`config.mk`:
```
export PLATFORM = sky130hd
export DESIGN_NAME = fs4_serial
export DESIGN_NICKNAME = d
export VERILOG_FILES = /design/src/rtl/fs4_serial.sv
export SDC_FILE = /design/constraint.sdc
export NUM_CORES = 1
export LEC_CHECK = 0
export ABC_AREA = 1
export CORE_UTILIZATION = 45
export CTS_BUF_LIST = sky130_fd_sc_hd__clkbuf_2
export CTS_CLUSTER_SIZE = 16
export DETAILED_ROUTE_END_ITERATION = 7
export PLACE_DENSITY_LB_ADDON = 0.12
export SYNTH_ARGS = -nofsm -noshare
export SYNTH_HDL_FRONTEND = slang
export SYNTH_SLANG_ARGS = --single-unit
```
`constraint.sdc`:
```
create_clock -name clk -period 1.45 [get_ports clk]
set_input_delay 0.29 -clock clk [delete_from_list [all_inputs] [get_ports clk]]
set_output_delay 0.29 -clock clk [all_outputs]
set_load 0.01 [all_outputs]
```
`src/rtl/fs4_serial.sv`:
```
// fs4_serial -- bit-serial subtractor, D = A - B - BIn, one bit per clock, LSB first.
//
// A single registered borrow ripples through WIDTH cycles. A Start/Done handshake
// sequences each operation; D and BOut hold the last completed result.
//
// Optional build macro: FS4_FLAGS_EN adds registered zero / ovf result flags.
//
// Ports:
//   clk    in   rising-edge clock
//   rst_n  in   asynchronous active-low reset
//   start  in   request an operation (sampled only while idle)
//   a, b   in   minuend / subtrahend, WIDTH bits, sampled on the accepting edge
//   bin    in   borrow-in, sampled on the accepting edge
//   busy   out  operation in progress
//   done   out  one-cycle pulse when d / bout update
//   d      out  difference of the last completed operation
//   zero   out  (FS4_FLAGS_EN) last completed d == 0
//   ovf    out  (FS4_FLAGS_EN) two's-complement overflow of the last operation
//   bout   out  borrow-out of the last completed operation
//
// state | meaning
// IDLE  | waiting for start; result outputs hold the previous value
// RUN   | one difference bit produced per clock, WIDTH clocks total

module fs4_serial #(
  parameter int WIDTH = 4
) (
  input  logic             clk,
  input  logic             rst_n,
  input  logic             start,
  input  logic [WIDTH-1:0] a,
  input  logic [WIDTH-1:0] b,
  input  logic             bin,
  output logic             busy,
  output logic             done,
  output logic [WIDTH-1:0] d,
`ifdef FS4_FLAGS_EN
  output logic             zero,
  output logic             ovf,
`endif
  output logic             bout
);

  localparam int CW = $clog2(WIDTH + 1);
  localparam logic [CW-1:0] LAST = CW'(WIDTH - 1);

  typedef enum logic {IDLE = 1'b0, RUN = 1'b1} state_t;

  state_t           state, state_n;
  logic [CW-1:0]    cnt, cnt_n;
  logic [WIDTH-1:0] a_sh, a_sh_n;
  logic [WIDTH-1:0] b_sh, b_sh_n;
  logic [WIDTH-1:0] r_sh, r_sh_n;
  logic [WIDTH-1:0] d_q, d_n;
  logic             bw, bw_n;
  logic             done_q, done_n;
  logic             bout_q, bout_n;

  logic             dbit;
  logic             bw_calc;
  logic [WIDTH-1:0] r_cat;

`ifdef FS4_FLAGS_EN
  // Operand sign bits are kept aside because a_sh / b_sh are shifted away.
  logic a_msb, a_msb_n;
  logic b_msb, b_msb_n;
  logic zero_q, zero_n;
  logic ovf_q, ovf_n;
`endif

  always_ff @(posedge clk or negedge rst_n) begin
    if (!rst_n) begin
      state  <= IDLE;
      cnt    <= '0;
      a_sh   <= '0;
      b_sh   <= '0;
      r_sh   <= '0;
      d_q    <= '0;
      bw     <= 1'b0;
      done_q <= 1'b0;
      bout_q <= 1'b0;
`ifdef FS4_FLAGS_EN
      a_msb  <= 1'b0;
      b_msb  <= 1'b0;
      zero_q <= 1'b0;
      ovf_q  <= 1'b0;
`endif
    end else begin
      state  <= state_n;
      cnt    <= cnt_n;
      a_sh   <= a_sh_n;
      b_sh   <= b_sh_n;
      r_sh   <= r_sh_n;
      d_q    <= d_n;
      bw     <= bw_n;
      done_q <= done_n;
      bout_q <= bout_n;
`ifdef FS4_FLAGS_EN
      a_msb  <= a_msb_n;
      b_msb  <= b_msb_n;
      zero_q <= zero_n;
      ovf_q  <= ovf_n;
`endif
    end
  end

  always_comb begin
    dbit    = a_sh[0] ^ b_sh[0] ^ bw;
    bw_calc = (~a_sh[0] & b_sh[0]) | (~(a_sh[0] ^ b_sh[0]) & bw);
    // New bits enter at the MSB so the first (LSB) bit lands at bit 0 after WIDTH shifts.
    r_cat   = {dbit, r_sh[WIDTH-1:1]};

    state_n = state;
    cnt_n   = cnt;
    a_sh_n  = a_sh;
    b_sh_n  = b_sh;
    r_sh_n  = r_sh;
    d_n     = d_q;
    bw_n    = bw;
    done_n  = 1'b0;
    bout_n  = bout_q;
`ifdef FS4_FLAGS_EN
    a_msb_n = a_msb;
    b_msb_n = b_msb;
    zero_n  = zero_q;
    ovf_n   = ovf_q;
`endif

    case (state)
      IDLE: begin
        if (start) begin
          a_sh_n  = a;
          b_sh_n  = b;
          bw_n    = bin;
          cnt_n   = '0;
          r_sh_n  = '0;
          state_n = RUN;
`ifdef FS4_FLAGS_EN
          a_msb_n = a[WIDTH-1];
          b_msb_n = b[WIDTH-1];
`endif
        end
      end
      RUN: begin
        bw_n   = bw_calc;
        r_sh_n = r_cat;
        a_sh_n = a_sh >> 1;
        b_sh_n = b_sh >> 1;
        cnt_n  = cnt + CW'(1);
        if (cnt == LAST) begin
          d_n     = r_cat;
          bout_n  = bw_calc;
          done_n  = 1'b1;
          state_n = IDLE;
`ifdef FS4_FLAGS_EN
          zero_n  = (r_cat == '0);
          ovf_n   = (a_msb ^ b_msb) & (r_cat[WIDTH-1] ^ a_msb);
`endif
        end
      end
      default: state_n = IDLE;
    endcase
  end

  assign busy = (state == RUN);
  assign done = done_q;
  assign d    = d_q;
  assign bout = bout_q;
`ifdef FS4_FLAGS_EN
  assign zero = zero_q;
  assign ovf  = ovf_q;
`endif

endmodule

```
==> results of run 1 <==
-- area by class of cell --
| type | instances | area, µm² |
|---|---|---|
| clock buffer | 3 | 15.0 |
| fill | 198 | 807 |
| inverter | 9 | 33.8 |
| multi-input combinational | 64 | 320 |
| sequential | 22 | 551 |
| tap | 27 | 33.8 |
| timing repair buffer | 22 | 201 |
-- layout by cell type, fill, tap and decap left out --
master,count
ha_1,2
inv_2,2
nand2_4,1
fa_1,1
clkbuf_2,3
nor2_4,1
o21ai_1,9
dfrtp_1,22
nand2_1,33
inv_1,7
dlygate4sd2_1,7
clkdlybuf4s50_1,11
nand3_1,16
nor2_1,1
buf_4,4
-- power by group --
part / switching (W) / internal, W
logic: 0.000500 / 0.000366
clock network: 0.000170 / 0.0000564
registers: 0.000125 / 0.000863
-- per-stage QoR --
step | std cells | setup slack, ps | cell area, µm² | hold slack [ps]
floorplan | 99 | 324 | 943 | -5.59
global placement | 143 | 148 | 1140 | 457
detailed placement | 143 | 117 | 1140 | 463
CTS | 147 | 112 | 1150 | 280
global route | 147 | 61.1 | 1150 | 286
finish | 147 | 134 | 1150 | 282
-- cells in the mapped netlist, drive strengths merged --
cell	count	share of area
buf	4	0.041
dfrtp	22	0.58
fa	1	0.021
ha	2	0.027
inv	9	0.036
nand2	34	0.14
nand3	16	0.085
nor2	2	0.016
o21ai	9	0.048
-- routing by layer --
metal,routed length [µm],part of all wire,up-vias
met4,35,0.022,0
met1,768,0.49,330
met3,61,0.039,5
li1,-,-,355
met2,714,0.45,17
met5,0,0,-
-- repair_timing --
item	4_1_cts	5_1_grt
gates resized for setup	7	0
endpoints found under the setup margin	7	0
buffers inserted	1	0
-- state kept, by name, summed over array words and instances (netlist names) --
signal and flops:
a_sh 4, bout 1, busy 1, d 4
b_sh 4, done 1, cnt 3, bw 1
r_sh 3
-- how the worst max path moves through the flow --
stage,end,from,cells past startpoint
5_1_grt,busy,busy$_DFF_PN0_,1
3_3_place_gp,cnt[2]$_DFFE_PN0P_,start,4
2_1_floorplan,d[3]$_DFFE_PN0P_,a_sh[0]$_DFFE_PN0P_,3
4_1_cts,d[2],d[2]$_DFFE_PN0P_,1
3_5_place_dp,r_sh[3]$_DFFE_PN0P_,start,4
6_report,d[2],d[2]$_DFFE_PN0P_,1
-- logic make-up (layout without fill, tap and decap cells) --
logic type	after synthesis	in the layout	synth area share
simple gates	52	52	0.244
buf+inv	13	34	0.0769
fa+ha+maj	3	3	0.0477
compound gates	9	9	0.0477
flops	22	22	0.584
==> flow_metrics.tcl, run 1 <==
set metrics [dict create \
    status "complete, no violations" \
    grt_pass1_vias 580 \
    clkTransAtPathRegs_ps 190 \
    grt_overflow_total 0 \
    worst-path-buf-inv 1 \
    relSlewSlack 0.764 \
    vias_per_cell 4.81 \
    period_share 0.908 \
    avgSynthCellArea_um2 9.53 \
    track_usage 0.165 \
    clock.fmax_ghz 0.760 \
    cp_slowest_cell "dfrtp_1" \
    utilization 0.589 \
    dp_hpwl_um 1090 \
    die_h_um 47.8 \
    power_density_nw_per_um2 1800 \
    vdd_ir_drop_max_mv 0.932 \
    tns_ps 0 \
    cts_inserted_buffers 3 \
    final_hold_viol_count 0 \
    wire_per_inst_um 10.7 \
    max_slew.worst_pin.slew_ps 353 \
    insertedDiodeCount 0 \
    path_cells "dlygate4sd2_1" \
    cts_sinks 22 \
    crit_type "reg2out" \
    setup_viol 0 \
    p_leak_nw 0.586 \
    syn2layout_area_growth_pct 22.4 \
    worstSetupEndpointType "output pin" \
    grt_pass1_wl_um 2550 \
    cts_max_level 1 \
    ff2ff_path_depth 6 \
    fin_skew_ps 12.8 \
    drt-initial-drc-count 10 \
    cts.hold.buffers_added 0 \
    met1_usage 0.229 \
    antenna_found_initial 0 \
    initial_core_util 0.481 \
    syn_nets 114 \
    syn_area_um2 943 \
    rows 16 \
    r2r-start "cnt[0]$_DFFE_PN0P_" \
    rsz0062_at_grt "no" \
    critical_path_required_ps 1160 \
    cts_tree "done" \
    use_met3 0.0340 \
    startpoint_type "register" \
    wirelength_um 1580 \
    dr.pass1.iters 4 \
    drc 0 \
    r2r_slack_ps 210 \
    gr-usage-met2 0.238 \
    slew_violations 0 \
    postSynthCellCount 99 \
    core_um2 1960 \
    fin_nets 137 \
    totalPowerFinal_w 0.00208 \
    die_area_um2 2280 \
    cts-root-buf "clkbuf_2" \
    critPathArrivalTime_ps 1030 \
    yosysUniqueCellTypes 13 \
    seq_area_frac_synth 0.584 \
    clk_latency_ps 320 \
    synth_seq_cells 22 \
    reg2reg_to "d[0]$_DFFE_PN0P_" \
    cp_max_fo 2 \
    final_antenna_net_count 0 \
    hold_path.class "in2async" \
    synth_warnings 0 \
    drv_cap 0 \
    die_x_um 47.8 \
    numPortBuffers 18 \
    gp_congestion 0.740 \
    layout_min_cycle_time_ps 1320 \
    drive_above_1_share 0.0917 \
    grt_max_degree 23 \
    cts.path.max_buffers 2 \
    grt-busiest-layer "met2" \
    ios 19 \
    vias 707 \
    critPathTopFamily "flip-flops" \
    cpPeakStageDelay_ps 420 \
]
Power figures use the tool's default switching activity.
==> run 2, diff against run 1 <==
- CORE_UTILIZATION: 45 -> 30
- CTS_CLUSTER_DIAMETER: default -> 100
- CTS_CLUSTER_SIZE: 16 -> 24
==> flow_metrics.tcl, run 2 (synthesis results as in run 1) <==
set metrics [dict create \
    status "complete, no violations" \
    track_usage 0.119 \
    fin_nets 137 \
    grt-busiest-layer "met2" \
    fin_ws_ps 113 \
    p_leak_nw 0.600 \
    critPathCapture "busy" \
    crit_type "reg2out" \
    met1_usage 0.139 \
    cp_max_fo 2 \
    critPathArrivalTime_ps 1050 \
    hold_path.class "in2async" \
    startpoint_type "register" \
    power_density_nw_per_um2 1900 \
    rsz0062_at_grt "no" \
    grt_pass1_vias 734 \
    dp_hpwl_um 1160 \
    drive_above_1_share 0.0992 \
    hold_ws_ps 252 \
    cp_slowest_cell "dfrtp_1" \
    ff2ff_path_depth 4 \
    cts_tree "done" \
    dr.pass1.iters 4 \
    drc 0 \
    relSlewSlack 0.760 \
    cpPeakStageDelay_ps 430 \
    grt_pass1_wl_um 3060 \
    wirelength_um 1630 \
    cts_max_level 1 \
    antenna_found_initial 0 \
    core_um2 2880 \
    layout_commonest_cell "nand2_1" \
    die_h_um 58.1 \
    grt_overflow_total 0 \
    tns_ps 0 \
    vias_per_cell 4.29 \
    vdd_ir_drop_max_mv 0.967 \
    r2r_slack_ps 250 \
    dp_slack_ps 109 \
    gr-usage-met2 0.207 \
    use_met3 0.0491 \
    fill_cells 300 \
    setup_viol 0 \
    clock.fmax_ghz 0.748 \
    max_slew.worst_pin.slew_ps 360 \
    period_share 0.922 \
    insertedDiodeCount 0 \
    syn2layout_area_growth_pct 27.6 \
    critical_path_required_ps 1160 \
    utilization 0.418 \
    final_hold_viol_count 0 \
    worst-path-buf-inv 1 \
    totalPowerFinal_w 0.00229 \
    die_x_um 58.1 \
    clk_latency_ps 330 \
    initial_core_util 0.328 \
    critPathTopFamily "flip-flops" \
    cts-root-buf "clkbuf_2" \
    worstSetupStartpoint "busy$_DFF_PN0_" \
    fin_skew_ps 21.1 \
    slew_violations 0 \
    layout_min_cycle_time_ps 1340 \
    r2r-start "busy$_DFF_PN0_" \
    drt-initial-drc-count 20 \
    grt_max_degree 23 \
    worstSetupEndpointType "output pin" \
    cp.depth 1 \
    cts.path.max_buffers 2 \
    die_area_um2 3370 \
    clkTransAtPathRegs_ps 220 \
    reg2reg_to "a_sh[2]$_DFFE_PN0P_" \
    numPortBuffers 18 \
    wire_per_inst_um 9.99 \
    cts_sinks 22 \
    final_antenna_net_count 0 \
    path_cells "dlygate4sd2_1" \
    final_cell_mix "nand2_1 (33), dfrtp_1 (22), nand3_1 (16)" \
    rows 19 \
    gp_congestion 0.686 \
    cts_inserted_buffers 3 \
    vias 700 \
    ios 19 \
    drv_cap 0 \
]
[run 2: what timing repair did]
action                                  in CTS  in global routing
endpoints found under the setup margin       7                  0
hold buffers                                 0                  0
resized for setup                            7                  0
setup buffers                                1                  0
[run 2: worst min-delay path by stage]
stage	start	endpoint	slack, ps	cells after the start
after floorplan	rst_n	a_sh[0]$_DFFE_PN0P_	-6	0
after global placement	cnt[0]$_DFFE_PN0P_	cnt[0]$_DFFE_PN0P_	460	1
after detailed placement	r_sh[1]$_DFFE_PN0P_	d[0]$_DFFE_PN0P_	460	2
after CTS	rst_n	r_sh[2]$_DFFE_PN0P_	240	2
after global routing	rst_n	r_sh[2]$_DFFE_PN0P_	240	2
final	rst_n	r_sh[2]$_DFFE_PN0P_	250	2
[run 2: layer usage]
layer / part of all wire / up-vias
li1: - / 357
met5: 0 / -
met4: 0.0080 / 0
met1: 0.49 / 320
met3: 0.058 / 2
met2: 0.44 / 21
[run 2: report_power, final]
group / internal [W] / switching [W] / total, W / leakage, nW
Clock: 0.000238 / 0.000190 / 0.000428 / 0.0266
Sequential: 0.000862 / 0.000122 / 0.000985 / 0.281
Combinational: 0.000369 / 0.000504 / 0.000873 / 0.293
Total: 0.00147 / 0.000816 / 0.00229 / 0.600
[run 2: area by class of cell]
class	instances	area, µm²	share of cell area
flip-flops and latches	22	551	0.457
multi-input cells	64	320	0.266
repair buffers	22	201	0.167
well taps	42	52.6	0.0437
inverters	9	33.8	0.0281
clock inverters	1	30.0	0.0249
clock buffers	3	15.0	0.0125
[run 2: metrics by stage]
stage               area (µm²)  cells
floorplan                  943     99
global placement          1160    158
detailed placement        1160    158
CTS                       1200    163
global route              1200    163
finish                    1200    163
==> run 3, diff against run 2 <==
- CTS_CLUSTER_DIAMETER: 100 -> 80
==> results of run 3 <==
Same layout as run 2: the final DEF is identical, and so are final timing and power.
